`src/rtl/lcd_pixel_unpacker.sv`:
```
// rtl/lcd_pixel_unpacker.sv - unpacks 64-bit pixel-FIFO beats into 16-bit RGB565 pixels
//
// Sits in the LCD clock domain between the pixel FIFO and the LCD timing
// generator. Each 64-bit beat holds up to four RGB565 pixels, with the first
// pixel in [63:48]. The pixels go out one per cycle. Frame markers (SOP/EOP)
// and the EOP beat's empty count are preserved.
//
// Build option: define LCD_PIXEL_UNPACKER_SWAP_EN to byte-swap every emitted
// pixel. Use it for little-endian frame buffers.
//
// Ports:
//   clock, reset                   pixel clock; asynchronous active-high reset
//   avalonst_sink_*                beat input, ready latency 1
//                                  (data 64, empty 3, sop, eop, valid, ready)
//   avalonst_source_*              pixel output, ready latency 0
//                                  (data 16, sop, eop, valid, ready)
//   underflow_count                saturating count of starved in-frame cycles
//   protocol_error                 sticky; cleared only by reset
module lcd_pixel_unpacker (
   input  logic        clock,
   input  logic        reset,
   input  logic [63:0] avalonst_sink_data,
   input  logic [2:0]  avalonst_sink_empty,
   input  logic        avalonst_sink_startofpacket,
   input  logic        avalonst_sink_endofpacket,
   input  logic        avalonst_sink_valid,
   output logic        avalonst_sink_ready,
   output logic [15:0] avalonst_source_data,
   output logic        avalonst_source_startofpacket,
   output logic        avalonst_source_endofpacket,
   output logic        avalonst_source_valid,
   input  logic        avalonst_source_ready,
   output logic [15:0] underflow_count,
   output logic        protocol_error
);

   typedef enum logic {IDLE = 1'b0, IN_PKT = 1'b1} state_t;

   typedef struct packed {
      logic [63:0] data;
      logic [2:0]  empty;
      logic        sop;
      logic        eop;
   } beat_t;

   state_t      state_q, state_d;
   beat_t       head_q, tail_q, in_beat;
   logic [1:0]  occupancy;
   logic [1:0]  idx_q, last_idx;
   logic        ready_d1, run_q;
   logic        accept, drop, xfer, pop, frame_err, odd_err;
   logic [15:0] pix, pix_out;

   assign in_beat = {avalonst_sink_data, avalonst_sink_empty,
                     avalonst_sink_startofpacket, avalonst_sink_endofpacket};

   // The ready term counts a beat that may still be in flight from last
   // cycle's ready. The buffer therefore can never overflow. run_q keeps
   // ready low until the first clock edge after reset.
   assign avalonst_sink_ready = run_q && ((occupancy + {1'b0, ready_d1}) < 2'd2);
   assign accept = avalonst_sink_valid && ready_d1;
   assign drop   = avalonst_sink_valid && !ready_d1;

   // The pixel count for an EOP beat is 4 - (empty >> 1). The last index is one less.
   assign last_idx = head_q.eop ? (2'd3 - head_q.empty[2:1]) : 2'd3;

   assign avalonst_source_valid = (occupancy != 2'd0);
   assign xfer = avalonst_source_valid && avalonst_source_ready;
   assign pop  = xfer && (idx_q == last_idx);

   always_comb begin
      pix = head_q.data[63:48];
      case (idx_q)
         2'd1:    pix = head_q.data[47:32];
         2'd2:    pix = head_q.data[31:16];
         2'd3:    pix = head_q.data[15:0];
         default: pix = head_q.data[63:48];
      endcase
   end

`ifdef LCD_PIXEL_UNPACKER_SWAP_EN
   assign pix_out = {pix[7:0], pix[15:8]};
`else
   assign pix_out = pix;
`endif

   // The source is driven only from the registered head entry and index.
   // A stalled pixel holds until it is taken. Data is forced to zero when
   // valid is low, so reset clears every output.
   assign avalonst_source_data          = avalonst_source_valid ? pix_out : 16'h0000;
   assign avalonst_source_startofpacket = avalonst_source_valid && head_q.sop && (idx_q == 2'd0);
   assign avalonst_source_endofpacket   = avalonst_source_valid && head_q.eop && (idx_q == last_idx);

   // Framing is judged when a beat's first pixel leaves. At that point the
   // state reflects every pixel emitted before it.
   assign frame_err = xfer && (idx_q == 2'd0) &&
                      ((head_q.sop && (state_q == IN_PKT)) || (!head_q.sop && (state_q == IDLE)));
   assign odd_err   = xfer && (idx_q == 2'd0) && head_q.eop && head_q.empty[0];

   always_comb begin
      state_d = state_q;
      if (xfer) begin
         if (head_q.sop && head_q.eop)
            state_d = IDLE;          // a whole frame in one beat never leaves IDLE
         else if (avalonst_source_endofpacket)
            state_d = IDLE;
         else if (avalonst_source_startofpacket)
            state_d = IN_PKT;
      end
   end

   always_ff @(posedge clock or posedge reset) begin
      if (reset) begin
         state_q         <= IDLE;
         head_q          <= '0;
         tail_q          <= '0;
         occupancy       <= 2'd0;
         idx_q           <= 2'd0;
         ready_d1        <= 1'b0;
         run_q           <= 1'b0;
         underflow_count <= 16'h0000;
         protocol_error  <= 1'b0;
      end else begin
         state_q  <= state_d;
         ready_d1 <= avalonst_sink_ready;
         run_q    <= 1'b1;

         if (pop)
            head_q <= tail_q;
         if (accept) begin
            // With one entry left after a pop, the new beat becomes the head.
            if ((occupancy == 2'd0) || ((occupancy == 2'd1) && pop))
               head_q <= in_beat;
            else
               tail_q <= in_beat;
         end
         occupancy <= occupancy + {1'b0, accept} - {1'b0, pop};

         if (pop)
            idx_q <= 2'd0;
         else if (xfer)
            idx_q <= idx_q + 2'd1;

         if ((state_q == IN_PKT) && avalonst_source_ready && !avalonst_source_valid &&
             (underflow_count != 16'hFFFF))
            underflow_count <= underflow_count + 16'h0001;

         if (drop || frame_err || odd_err)
            protocol_error <= 1'b1;
      end
   end

endmodule

```
`config.mk`:
```
export PLATFORM = sky130hd
export DESIGN_NAME = lcd_pixel_unpacker
export DESIGN_NICKNAME = d
export VERILOG_FILES = /design/src/rtl/lcd_pixel_unpacker.sv
export SDC_FILE = /design/constraint.sdc
export NUM_CORES = 1
export LEC_CHECK = 0
export CAP_MARGIN = 40
export CORE_MARGIN = 3
export CORE_UTILIZATION = 55
export CTS_BUF_LIST = sky130_fd_sc_hd__clkbuf_8
export CTS_CLUSTER_SIZE = 30
export DETAILED_ROUTE_END_ITERATION = 12
export GPL_ROUTABILITY_DRIVEN = 0
export PLACE_DENSITY_LB_ADDON = 0.15
export SLEW_MARGIN = 20
export SYNTH_ARGS = -nofsm -noshare
export SYNTH_HDL_FRONTEND = slang
export SYNTH_SLANG_ARGS = --single-unit
```
`constraint.sdc`:
```
create_clock -name clock -period 7.21 [get_ports clock]
set_clock_uncertainty 0.05 [all_clocks]
set_input_delay 1.442 -clock clock [delete_from_list [all_inputs] [get_ports clock]]
set_output_delay 1.442 -clock clock [all_outputs]
set_load 0.05 [all_outputs]
```
==> impl_metrics.py, run 1 <==
metrics = {
    "drt": {
        "wl_per_cell_microns": 18.62,
        "drt_iter0_markers": 352,
        "wl_microns": 15940,
        "wl_met2_microns": 7014,
        "vias_per_cell": 5.629,
        "remaining_drc_errors": 0,
        "wl_met3_microns": 871,
        "ant_nets": 0,
        "first_pass_iters": 5,
        "wl_met1_microns": 7841,
        "highest-signal-layer": "met4",
        "vias": 4818,
    },
    "logic_synthesis": {
        "synth-edff-count": 0,
        "synth_xor_area_frac": 0.02069,
        "yosys_warnings": 0,
        "synth_compound_area_frac": 0.04992,
        "ys_ff_latch": 162,
        "syn_area_sq_um": 7620,
        "syn-instance-count": 561,
        "async_flop_share": 1.000,
        "synth_mux_area_frac": 0.3074,
        "yosys.area_share.simple": 0.04975,
        "synth.distinct_cells": 43,
        "yosysSeqAreaShare": 0.5320,
        "syn_avg_cell_area_sq_um": 13.58,
        "synth_top_family_by_area": "multiplexers",
        "synthAdderAreaFrac": 0.01149,
        "synth_flop_cell": "dfrtp_1",
        "syn-num-nets": 641,
    },
    "timing": {
        "drv_slew": 0,
        "finalHoldViolCount": 0,
        "slew_headroom": 0.4920,
        "tightestPinTransition_ns": 0.7620,
        "finalCritPeriodShare": 0.6207,
        "setup_tns_ns": 0,
        "fin_ws_ns": 2.735,
        "rsz0062_at_grt": "false",
        "fmax_mhz": 223.4,
        "finalSetupViolCount": 0,
        "layout_min_cycle_time_ns": 4.475,
    },
    "grt": {
        "antenna_found_initial": 0,
        "grt_util_all_layers": 0.2195,
        "grt_pass1_wl_microns": 25520,
        "grt_max_degree": 76,
        "overflow": 0,
        "grt_pass1_vias": 4952,
    },
    "critical_path": {
        "worstPathRequired_ns": 5.72,
        "start_kind": "flip-flop",
        "cp.arrival_ns": 2.98,
        "cp_max_fo": 16,
        "crit_type": "flip-flop to output port",
        "end_kind": "output port",
    },
    "min_path": {
        "hold_class": "flip-flop to flip-flop",
    },
    "clock_network": {
        "cts.hold.buffers_added": 0,
        "post_cts_resized": 0,
        "clk_latency_ns": 0.45,
        "clockBufferDepth": 2,
        "htreeDepth": 4,
        "cts_tree": "done",
        "cts_setup_buffers": 0,
        "numCtsBuffers": 17,
        "clk_pin_slew_ns": 0.09,
        "ctsRootBufferMaster": "clkbuf_8",
        "cts.sinks": 162,
    },
    "power_and_ir_drop": {
        "ir_drop_mv": 0.1536,
        "power_per_cell_area_nw_per_um2": 437.2,
        "leakagePower_nw": 3.954,
    },
    "layout": {
        "fin_nets": 747,
        "num_antenna_cells": 0,
        "layout_common_cells": "dfrtp_1 (162), mux2_2 (160), clkdlybuf4s50_1 (109)",
        "final_common_cell": "dfrtp_1",
        "drive_gt1_frac": 0.3044,
        "syn_to_final_growth_pct": 21.40,
    },
    "die": {
        "die-width_microns": 123.7,
        "coreArea_sq_um": 13400,
        "initial_core_util": 0.5686,
        "rows": 42,
        "die_h_microns": 123.7,
        "die-area_sq_um": 15300,
        "io_pins": 110,
    },
    "job": {
        "cap_violations": 0,
    },
    "placed_design": {
        "dpl.hpwl_microns": 11020,
        "pre_cts_slack_ns": 3.250,
        "portBuffers": 109,
    },
    "outcome": {
        "status": "finished clean",
    },
}
synthesized netlist by cell type, types with 2 or more instances:
cell | number | share of area
buf_2 | 10 | 0.0066
a21oi_1 | 24 | 0.016
nor2_1 | 37 | 0.018
a222oi_1 | 16 | 0.021
nand2_1 | 10 | 0.0049
clkbuf_1 | 8 | 0.0039
mux2_1 | 48 | 0.071
buf_6 | 7 | 0.010
o21ai_0 | 3 | 0.0020
inv_1 | 4 | 0.0020
dfrtp_1 | 162 | 0.53
xnor2_1 | 9 | 0.010
nand4_1 | 2 | 0.0016
xor2_1 | 9 | 0.010
o22ai_1 | 2 | 0.0016
nor3_1 | 2 | 0.0013
buf_4 | 5 | 0.0049
ha_1 | 7 | 0.011
nand3_1 | 6 | 0.0039
mux2_2 | 160 | 0.24
and3_1 | 8 | 0.0066
flip-flops by register name (all words and copies together) (netlist names):
register         cells
head_q              69
tail_q              69
underflow_count     16
idx_q                2
occupancy            2
protocol_error       1
ready_d1             1
run_q                1
state_q              1
final timing paths:
kind | depth (start not counted) | slack (ns) | startpoint | end
worst max-delay path | 7 | 2.73 | idx_q[0] | avalonst_source_data[3]
worst min-delay path | 1 | 0.43 | tail_q[19] | tail_q[19]
worst max register to register | 7 | 4.19 | occupancy[1] | head_q[30]
worst min register to register | 1 | 0.43 | tail_q[19] | tail_q[19]
max in group asynchronous | 4 | 4.46 | reset | head_q[65]
min in group asynchronous | 2 | 1.33 | reset | tail_q[27]
area by class of cell:
type	instances	area (sq um)
sequential	162	4054
tap	176	220.2
fill	999	4150
clock buffer	22	302.8
inverter	5	23.77
timing repair buffer	117	1199
multi-input combinational	364	3368
clock inverter	10	82.58
cells by family (layout without fill, tap and decap cells):
logic type,after synthesis,in the layout
and+or+nand+nor,77,77
other,1,1
xor gates and xnor gates,18,18
adders and majority gates,7,7
buffers and inverters,35,154
muxes,208,208
AOI/OAI and AO/OA,53,53
DFF,162,162
stage by stage:
step	util	area, sq um	hold slack (ns)	power (mW)	instances
after floorplan	-	7620	0.4003	2.915	561
after global placement	0.6563	8795	0.4099	3.317	821
after detailed placement	0.6615	8865	0.4220	3.427	824
after CTS	0.6903	9250	0.4404	4.066	856
after global routing	0.6903	9250	0.4652	4.302	856
final	0.6903	9250	0.4346	4.044	856
power by group:
group	switching (mW)	internal [mW]	leakage, nW
Clock	0.323	0.315	0.202
Combinational	0.884	0.906	1.79
Sequential	0.282	1.33	1.96
Total	1.49	2.56	3.95
worst max-delay path: stages, from the launching register on:
cell	delay, ns
dfrtp_1	0.47
inv_1	0.17
ha_1	0.55
a222oi_1	0.21
nor2_1	0.16
a21oi_1	0.06
nor2_1	0.10
clkdlybuf4s50_1	0.81
metal layers:
metal	vias to the layer above	global-route usage
met5	-	0
met4	0	0.06505
met3	20	0.05041
met2	120	0.3214
met1	2429	0.3274
li1	2249	-
(Power assumes the default switching activity.)
==> inputs of run 2 (changes only) <==
Clock period 7.21 ns to 4.5 ns, I/O delays scaled along.
==> run 2 against run 1 <==
Worst hold slack better by 0.0055 ns; flip-flop and latch count stayed put; via count is 1.6% higher; sequential power is 56% higher; die area stayed put; utilization hardly changed; final area hardly changed; non-clock buffer count is 1 higher; count of clock-buffer cells in the layout stayed put; critical endpoint is now avalonst_source_data[8]; largest cell class unchanged.
==> impl_metrics.py, run 2 (same netlist as run 1, synthesis figures left out) <==
metrics = {
    "die": {
        "initial_core_util": 0.5686,
        "die-area_sq_um": 15300,
        "die-width_microns": 123.7,
        "coreArea_sq_um": 13400,
        "die_h_microns": 123.7,
        "io_pins": 110,
        "rows": 42,
    },
    "grt": {
        "antenna_found_initial": 0,
        "grt_util_all_layers": 0.2118,
        "grt_pass1_wl_microns": 24750,
        "grt_pass1_vias": 4846,
        "grt_max_degree": 163,
        "overflow": 0,
    },
    "placed_design": {
        "portBuffers": 109,
        "dpl.hpwl_microns": 10520,
    },
    "job": {
        "cap_violations": 0,
    },
    "critical_path": {
        "cp_slowest_cell": "clkdlybuf4s50_1",
        "crit_type": "flip-flop to output port",
        "end_kind": "output port",
        "cp_max_fo": 16,
        "cpLargestDelayFamily": "buffers and inverters",
        "path_common_cell": "nor2_1",
        "reg2reg_slack_ns": 1.62,
        "start_kind": "flip-flop",
        "r2r-start": "occupancy[1]",
        "worstSetupStartpoint": "idx_q[0]",
        "crit_buf_inv": 2,
        "slowest_delay_ns": 0.81,
        "crit_chain": "inv_1 > ha_1 > a222oi_1 > nor2_1 > a21oi_1 > nor2_1 > clkdlybuf4s50_1",
        "worstPathRequired_ns": 3.55,
        "cp.arrival_ns": 3.14,
    },
    "layout": {
        "fin_nets": 748,
        "final_common_cell": "dfrtp_1",
        "syn_to_final_growth_pct": 21.38,
        "layout_common_cells": "dfrtp_1 (162), mux2_2 (160), clkdlybuf4s50_1 (109)",
        "num_antenna_cells": 0,
        "drive_gt1_frac": 0.3000,
        "top_regs": "head_q x69, tail_q x69, underflow_count x16",
    },
    "drt": {
        "vias_per_cell": 5.720,
        "wl_per_cell_microns": 18.35,
        "drt_iter0_markers": 354,
        "vias": 4896,
        "wl_microns": 15710,
        "ant_nets": 0,
        "remaining_drc_errors": 0,
        "first_pass_iters": 7,
    },
    "clock_network": {
        "cts_setup_buffers": 0,
        "cts_tree": "done",
        "clockBufferDepth": 2,
        "htreeDepth": 4,
        "clk_pin_slew_ns": 0.07,
        "ctsRootBufferMaster": "clkbuf_8",
        "clk_latency_ns": 0.45,
        "numCtsBuffers": 17,
        "post_cts_resized": 0,
        "cts.sinks": 162,
        "cts.hold.buffers_added": 0,
    },
    "power_and_ir_drop": {
        "power_per_cell_area_nw_per_um2": 696.6,
        "ir_drop_mv": 0.2605,
        "leakagePower_nw": 3.964,
        "finalPower_mw": 6.443,
    },
    "min_path": {
        "hold_class": "flip-flop to flip-flop",
        "worst_hold_startpoint": "run_q",
    },
    "timing": {
        "finalSetupViolCount": 0,
        "fmax_mhz": 244.8,
        "finalHoldViolCount": 0,
        "rsz0062_at_grt": "false",
        "slew_headroom": 0.4231,
        "tightestPinTransition_ns": 0.8653,
        "drv_slew": 0,
        "holdWs_ns": 0.4401,
        "layout_min_cycle_time_ns": 4.086,
        "finalCritPeriodShare": 0.9079,
        "setup_tns_ns": 0,
    },
    "outcome": {
        "status": "finished clean",
    },
}
## run 2: cell types whose count changed in the layout (fill, tap and decap cells not counted), sizes merged
| cell | delta |
|---|---|
| clkinv | -2 |
| buf | +1 |
| inv | +2 |
| clkinvlp | -1 |
## run 2: path summary, 6_finish.rpt
path                                            to  cells after the start
setup reg to reg                        head_q[24]                      7
hold reg to reg                           ready_d1                      1
min in group asynchronous           protocol_error                      3
hold / removal                            ready_d1                      1
max in group asynchronous               tail_q[64]                      3
setup / recovery           avalonst_source_data[8]                      7
## run 2: per-stage QoR
stage	cells	setup slack, ns	utilization	cell area [sq um]
5_1_grt	856	0.2330	0.6902	9249
2_1_floorplan	561	1.493	-	7624
6_report	856	0.4142	0.6902	9249
3_5_place_dp	824	0.9012	0.6616	8866
3_3_place_gp	824	0.9377	0.6616	8866
4_1_cts	855	0.3815	0.6891	9234
## run 2: layer usage
layer	up-vias	GRT usage	wire [microns]
met3	14	0.04541	801
met2	113	0.3302	7537
met4	0	0.06436	153
li1	2254	-	-
met1	2515	0.3000	7213
met5	-	0	0
## run 2: where the power goes
group | switching, mW | total, mW | internal (mW)
sequential | 0.393 | 2.53 | 2.14
combinational | 1.46 | 2.93 | 1.47
clock | 0.489 | 0.986 | 0.496
total | 2.34 | 6.44 | 4.10
## run 2: area by class of cell
type                            instances  area, sq um
Clock buffer                           22        302.8
Tap cell                              176        220.2
Timing Repair Buffer                  118         1216
Sequential cell                       162         4054
Clock inverter                          9        65.06
Multi-Input combinational cell        364         3368
Inverter                                5        22.52
Fill cell                             994         4151
## run 2: worst reg2reg max path: cells and delay by family (launching register included)
kind	cells	cell delay, ns
flip-flops	1	0.48
multiplexers	2	0.68
AO/OA/AOI/OAI	1	0.30
buffers and inverters	2	0.52
AND/OR/NAND/NOR	2	0.75
